`src/rtl/alu_pkg.sv`:
```
// alu_pkg: shared op encoding, flag indices and default width for the RISC ALU.
package alu_pkg;
  localparam int ALU_WIDTH = 16;
  localparam int FLAG_C = 2;
  localparam int FLAG_N = 1;
  localparam int FLAG_Z = 0;
  typedef enum logic [1:0] {
    ALU_ADD = 2'b00,
    ALU_SUB = 2'b01,
    ALU_AND = 2'b10,
    ALU_NOT = 2'b11
  } alu_op_e;
endpackage

```
`src/rtl/risc_alu_addsub.sv`:
```
// risc_alu_addsub: WIDTH-bit adder; sub inverts b and injects carry-in for two's-complement subtract.
module risc_alu_addsub #(
  parameter int WIDTH = 16
) (
  input  logic [WIDTH-1:0] a_i,
  input  logic [WIDTH-1:0] b_i,
  input  logic             sub_i,
  output logic [WIDTH-1:0] sum_o,
  output logic             carry_o
);
  logic [WIDTH-1:0] b_eff;
  assign b_eff = sub_i ? ~b_i : b_i;
  assign {carry_o, sum_o} = {1'b0, a_i} + {1'b0, b_eff} + {{WIDTH{1'b0}}, sub_i};
endmodule

```
`src/rtl/risc_alu.sv`:
```
// risc_alu: combinational ADD/SUB/AND/NOT datapath with {C,N,Z} flags and a loadable status register.
module risc_alu
  import alu_pkg::*;
#(
  parameter int WIDTH = ALU_WIDTH
) (
  input  logic             clk,
  input  logic             rst_n,
  input  logic [WIDTH-1:0] Ain,
  input  logic [WIDTH-1:0] Bin,
  input  logic [1:0]       ALUop,
  input  logic             load_status,
  output logic [WIDTH-1:0] out,
  output logic [2:0]       Z,
  output logic [2:0]       status
);
  alu_op_e          op;
  logic [WIDTH-1:0] sum;
  logic             carry;
  logic [2:0]       status_q, status_d;
  assign op = alu_op_e'(ALUop);
  risc_alu_addsub #(.WIDTH(WIDTH)) u_addsub (
    .a_i    (Ain),
    .b_i    (Bin),
    .sub_i  (op == ALU_SUB),
    .sum_o  (sum),
    .carry_o(carry)
  );
  always_comb begin
    out = op == ALU_AND ? (Ain & Bin) : op == ALU_NOT ? ~Bin : sum;
    Z = '0;
    Z[FLAG_C] = (op == ALU_ADD || op == ALU_SUB) ? carry : 1'b0;
    Z[FLAG_N] = out[WIDTH-1];
    Z[FLAG_Z] = out == '0;
    status_d = load_status ? Z : status_q;
  end
  always_ff @(posedge clk or negedge rst_n)
    if (!rst_n) status_q <= '0;
    else status_q <= status_d;
  assign status = status_q;
endmodule

```
`config.mk`:
```
export PLATFORM = sky130hd
export DESIGN_NAME = risc_alu
export DESIGN_NICKNAME = d
export VERILOG_FILES = /design/src/rtl/alu_pkg.sv /design/src/rtl/risc_alu_addsub.sv /design/src/rtl/risc_alu.sv
export SDC_FILE = /design/constraint.sdc
export NUM_CORES = 1
export LEC_CHECK = 0
export BUFFER_PORTS_ARGS = -buffer_cell sky130_fd_sc_hd__buf_2
export CAP_MARGIN = 20
export CORE_MARGIN = 3
export CORE_UTILIZATION = 55
export DETAILED_ROUTE_END_ITERATION = 7
export PLACE_DENSITY_LB_ADDON = 0.1
export SETUP_SLACK_MARGIN = 0.02
export SLEW_MARGIN = 20
export SYNTH_ARGS = -nofsm -noshare
export SYNTH_HDL_FRONTEND = slang
export SYNTH_SLANG_ARGS = --single-unit
```
`constraint.sdc`:
```
create_clock -name clk -period 7.7 [get_ports clk]
set_clock_uncertainty 0.2 [all_clocks]
set_input_delay 0.77 -clock clk [delete_from_list [all_inputs] [get_ports clk]]
set_output_delay 0.77 -clock clk [all_outputs]
set_load 0.02 [all_outputs]
```
# [Word-level counts from Yosys, hierarchy flattened]
# Index checks and enable logic that the tools add are counted.
[word_totals] regBits=3 in_bits=37 output_inout_bits=22
[op_classes] add_sub_neg=2 eq_ne=3 muxes=4 bitwise=2 n_reduce_logical=3
[op_table] op="16-bit 2-to-1 mux" n=3
[op_table] op="16-bit by 16-bit adder with 17-bit output" n=1
[op_table] op="17-bit by 1-bit adder with 17-bit output" n=1
[op_table] op="16-bit bitwise AND" n=1
[op_table] op="16-bit zero test" n=1
[op_table] op="16-bit inverter" n=1
[op_table] op="2-bit equality test (second input constant)" n=2
[op_table] op="2-bit by 1-bit equality test with 1-bit output (second input constant)" n=1
[op_table] op="2-bit zero test" n=1
[op_table] op="1-bit logical OR" n=1
[op_table] op="1-bit 2-to-1 mux" n=1

# [Depth between registers and ports, before layout]
[logic_depth] ltp_word=7 ltp_mapped=15

# [Hierarchy]
# A second synthesis with hierarchy kept.
[hier_totals] hier_cells=206 hier_area_um2=1557.7
[modules_own_cells] mod="risc_alu_addsub" n_inst=1 cells_per_inst=121 area_per_inst_um2=944.7 seq_area_each_um2=0.0
[modules_own_cells] mod="risc_alu" n_inst=1 cells_per_inst=85 area_per_inst_um2=613.1 seq_area_each_um2=75.1

# [Worst setup path before layout]
# OpenSTA, ideal clock, no wires.
[synth_timing] kind="input to output" start="in ALUop[0]" end="out Z[0]" arrival_ns=4.671 slack_ns=2.059 cell_stages=14 path_cell_list="buf_4 -> nand2b_1 -> buf_2 -> buf_1 -> xnor2_1 -> fa_1 -> xor2_1 -> nor2_1 -> a21oi_1 -> a2111o_1 -> nor4b_2 -> or4b_1 -> or4b_4 -> nor3_1"
[synth_between] elab_chain_len=7 elab_cells_between_ends=9 classes_between="add/sub (2); eq/ne (3); mux (3); reduce/logical (1)"
[synth_lines] item="start, declared" line="risc_alu.sv:11" text="input logic [1:0] ALUop,"
[synth_lines] item="2-bit by 1-bit equality test with 1-bit output" line="risc_alu.sv:25" text=".sub_i (op == ALU_SUB),"
[synth_lines] item="16-bit 2-to-1 mux" line="risc_alu_addsub.sv:12" text="assign b_eff = sub_i ? ~b_i : b_i;"
[synth_lines] item="16-bit by 16-bit adder with 17-bit output" line="risc_alu_addsub.sv:13" text="assign {carry_o, sum_o} = {1'b0, a_i} + {1'b0, b_eff} + {{WIDTH{1'b0}}, sub_i};"
[synth_lines] item="17-bit by 1-bit adder with 17-bit output" line="risc_alu_addsub.sv:13"
[synth_lines] item="16-bit 2-to-1 mux" line="risc_alu.sv:30" text="out = op == ALU_AND ? (Ain & Bin) : op == ALU_NOT ? ~Bin : sum;"
[synth_lines] item="16-bit 2-to-1 mux (*)" line="risc_alu.sv:30"
[synth_lines] item="via out[2]" line="risc_alu.sv:13" text="output logic [WIDTH-1:0] out,"
[synth_lines] item="16-bit zero test (*)" line="risc_alu.sv:34" text="Z[FLAG_Z] = out == '0;"
[synth_lines] item="end, declared" line="risc_alu.sv:14" text="output logic [2:0] Z,"
# Mark *: on every way through the listed nets, which the timed path passes. The rest lies on a longest branch.

# [Final worst setup path]
[layout_timing] start="in ALUop[1]" end="out Z[0]"
[layout_between] elab_chain_len=7 elab_cells_between_ends=9 classes_between="add/sub (2); eq/ne (3); mux (3); reduce/logical (1)"
[layout_lines] item="2-bit by 1-bit equality test with 1-bit output" line="risc_alu.sv:25"
[layout_lines] item="16-bit 2-to-1 mux" line="risc_alu_addsub.sv:12"
[layout_lines] item="16-bit by 16-bit adder with 17-bit output" line="risc_alu_addsub.sv:13"
[layout_lines] item="17-bit by 1-bit adder with 17-bit output" line="risc_alu_addsub.sv:13"
[layout_lines] item="16-bit 2-to-1 mux" line="risc_alu.sv:30"
[layout_lines] item="16-bit 2-to-1 mux (*)" line="risc_alu.sv:30"
[layout_lines] item="16-bit zero test (*)" line="risc_alu.sv:34"
# Mark *: on every way between the ends. The rest lies on a longest branch, timed or not.

==> flow_summary.toml <==
[cells_and_area]
final_design_area_no_fill_um2 = 1900
layout.nets = 326
multiInputGateArea_um2 = 1450
drive_above_1_share_pct = 26.8
insertedDiodeCount = 0
largest_register_ffs = 3
ff_latch_area_um2 = 75.1
synthToLayoutAreaGrowth_pct = 17.7
final.fill_count = 255
layout.cells.non_filler = 300

[die]
std_cell_rows = 19
fp.dieArea_um2 = 3620
start_util_pct = 58.0
floorplan.die.height_um = 60.2
placeableCoreArea_um2 = 2780
ioPinCount = 59
dieWidth_um = 60.2

[power]
leakage_nw = 0.903
worst_ir_drop_vdd_v = 0.000128
power_density_nw_per_um2 = 135

[sta]
grt_setup_unrepaired = "false"
setup_viol_count_final = 0
final_period_minus_worst_setup_slack_ns = 6.27
finalHoldViolations = 0
maxSlewHeadroom_pct = 27.6
clock.fmax_ghz = 0.159
timing.final.max_slew_violations = 0
finalSetupTns_ns = 0
worst_pin_slew_ns = 1.09
finalCritPeriodShare_pct = 81.5

[worst_setup_path]
reg2reg_from = "status[2]$_DFFE_PN0P_"
critPathRequiredTime_ns = 6.73
crit_slowest_cell = "nand2b_1"
critical_path.startpoint_type = "primary input"
rr_endpoint = "status[2]$_DFFE_PN0P_"
critPathBufInv = 2
end_kind = "output port"
reg2reg_setup_slack_ns = 6.77
worst_path_dominant_cell_family = "simple AND/OR/NAND/NOR gates"
rr_worst_depth = 1
crit_fanout = 39
worst_path_largest_cell_delay_ns = 0.92
timing.setup.critical_path_class = "in2out"
timing.critical_path.arrival_ns = 5.30
sequence_of_cells_on_the_critical_path = "buf_2 -> nand2b_1 -> xnor2_1 -> fa_1 -> a211oi_2 -> o21a_2 -> xnor2_1 -> mux2_4 -> nor4b_2 -> or4b_1 -> or4b_4 -> nor3_1 -> buf_2"

[synth]
synth_top_cell_by_area = "ha_1"
synth_top_cells_by_area = "ha_1 (14%), xnor2_1 (10%), mux2i_1 (7.4%), nand2_1 (7.2%), a21oi_1 (5.9%)"
yosys.area_share.xor_xnor_pct = 13.6
synth_largest_type_area_fraction_pct = 14.0
dominantRegCellSynth = "dfrtp_1"
syn_area_per_cell_um2 = 7.36
netlist-cell-type-count = 49
area_share_of_and_or_nand_nor_cells_after_synthesis_pct = 22.3
synth_top_family_by_area = "compound AO/OA/AOI/OAI gates"
synth.ff_latch_count = 3
number_of_synthesized_flops_with_an_enable_pin = 0
mappedNetlistArea_um2 = 1610
netlist_instances = 219
ys.warnings.count = 0
synth-compound-area-share_pct = 27.9
part_of_the_yosys_area_used_for_sequential_elements_pct = 4.65
async_reset_ff_share_pct = 100
synthAdderAreaFrac_pct = 15.2
yosys-mux-area-fraction_pct = 11.2
synth_nets = 275

[route]
ant_nets = 0
routed.top_layer = "met4"
drc = 0
drt-pass1-iter-count = 5
dr_vias = 1776
wl_um = 4280
met3WireLength_um = 245
drt-vias-per-instance = 5.92
met1_length_um = 1940
detail_route.iter0.violations = 67
met2_wl_post_dr_um = 2070
routedWlPerCell_um = 14.3

[clock_tree]
tritoncts = "built"
clock-sinks = 3
cts-resized-gates = 0
cts_max_level = 1
cts_made_buffers = 3
cts_post_setup_buffers_inserted = 0
insertion_delay_ns = 0.23
ctsRootBufferMaster = "clkbuf_4"
max_root_sink_buffers = 2
cts-hold-fix-buffers = 0
register_clock_pin_slew_on_the_reported_worst_setup_and_hold_paths_ns = 0.04

[global_route]
grt_first_pass_wirelength_um = 6670
grt_start_max_net_pins = 40
globalRouteOverflowTotal = 0
globalRouteTotalUtil_pct = 23.4
first_global_vias = 1567
grt_antenna_before_repair = 0

[placed_design]
post-place-cells = 296
io_buffers = 58
gp_congestion = 0.876
placed_cell_area_um2 = 1870
detailedPlacementHpwl_um = 3420

[run_status]
outcome = "completed"

[min_path]
worst_hold_path_type = "in2async"

[run]
drv.max_cap_violation_count = 0
==> report_power, final <==
| part | switching (mW) | leakage, nW | internal, mW |
|---|---|---|---|
| Combinational | 0.127 | 0.849 | 0.0839 |
| Sequential | 0.000792 | 0.0386 | 0.0175 |
| Clock | 0.00738 | 0.0150 | 0.0194 |
| Total | 0.135 | 0.903 | 0.121 |
==> cells in the mapped netlist, types with 2 or more instances <==
cell,instances
inv_1,4
clkbuf_1,5
xnor2_1,19
nand3b_1,2
nand4_1,3
nor3_1,4
buf_4,2
mux2_2,4
buf_6,2
o21a_1,5
nor2_1,12
and3_1,3
nand3_1,3
nand2_1,31
o31ai_1,5
nor4_1,2
buf_2,2
a211oi_2,2
a31oi_1,2
a21oi_1,19
nand2b_1,4
xor2_1,6
dfrtp_1,3
mux2i_1,12
ha_1,18
a21o_1,6
o21ai_0,15
o211ai_1,3
==> logic make-up (layout without fill, tap and decap cells) <==
| group | Yosys count | count (layout) |
|---|---|---|
| buffers and inverters | 16 | 66 |
| DFF | 3 | 3 |
| and+or+nand+nor | 72 | 72 |
| xor gates and xnor gates | 25 | 25 |
| muxes | 17 | 17 |
| AOI/OAI and AO/OA | 67 | 67 |
| adders and majority gates | 19 | 19 |
==> cell usage in the layout (no fill, tap or decap), types with 3 or more instances in the layout <==
cell type / n
a21o_1: 6
a21oi_1: 19
and3_1: 3
buf_2: 58
clkbuf_4: 3
dfrtp_1: 3
ha_1: 18
inv_1: 4
mux2_2: 4
mux2i_1: 12
nand2_1: 31
nand2b_1: 4
nand3_1: 3
nand4_1: 3
nor2_1: 12
nor3_1: 4
o211ai_1: 3
o21a_1: 5
o21ai_0: 15
o31ai_1: 5
xnor2_1: 19
xor2_1: 6
==> per-layer routing <==
metal  vias to the layer above  GRT usage (%)
li1                        913              -
met1                       805           31.1
met2                        54           41.0
met3                         4           1.51
met4                         0           4.75
met5                         -              0
==> per-stage QoR <==
step                utilization [%]  worst slack, ns  hold slack, ns  total power [mW]
floorplan                         -             2.06           0.274             0.173
global placement               67.3             1.58           0.263             0.225
detailed placement             67.3             1.41           0.274             0.227
CTS                            68.2             1.39           0.126             0.256
global route                   68.2             1.20           0.112             0.281
finish                         68.2             1.43           0.130             0.256
==> cell type report <==
cell class / instances / area share [%]
inverters: 4 / 0.791
flip-flops and latches: 3 / 3.96
multi-input cells: 200 / 76.5
well taps: 31 / 2.04
repair buffers: 58 / 15.3
clock buffers: 4 / 1.38
==> worst max path at each step <==
stage | cells after the start | to | slack (ns) | start
finish | 13 | Z[0] | 1.43 | ALUop[1]
global route | 13 | Z[0] | 1.20 | ALUop[1]
CTS | 13 | Z[0] | 1.39 | ALUop[1]
detailed placement | 13 | Z[0] | 1.41 | ALUop[1]
global placement | 13 | Z[0] | 1.58 | ALUop[1]
floorplan | 14 | Z[0] | 2.06 | ALUop[0]
Power figures use the tool's default switching activity.
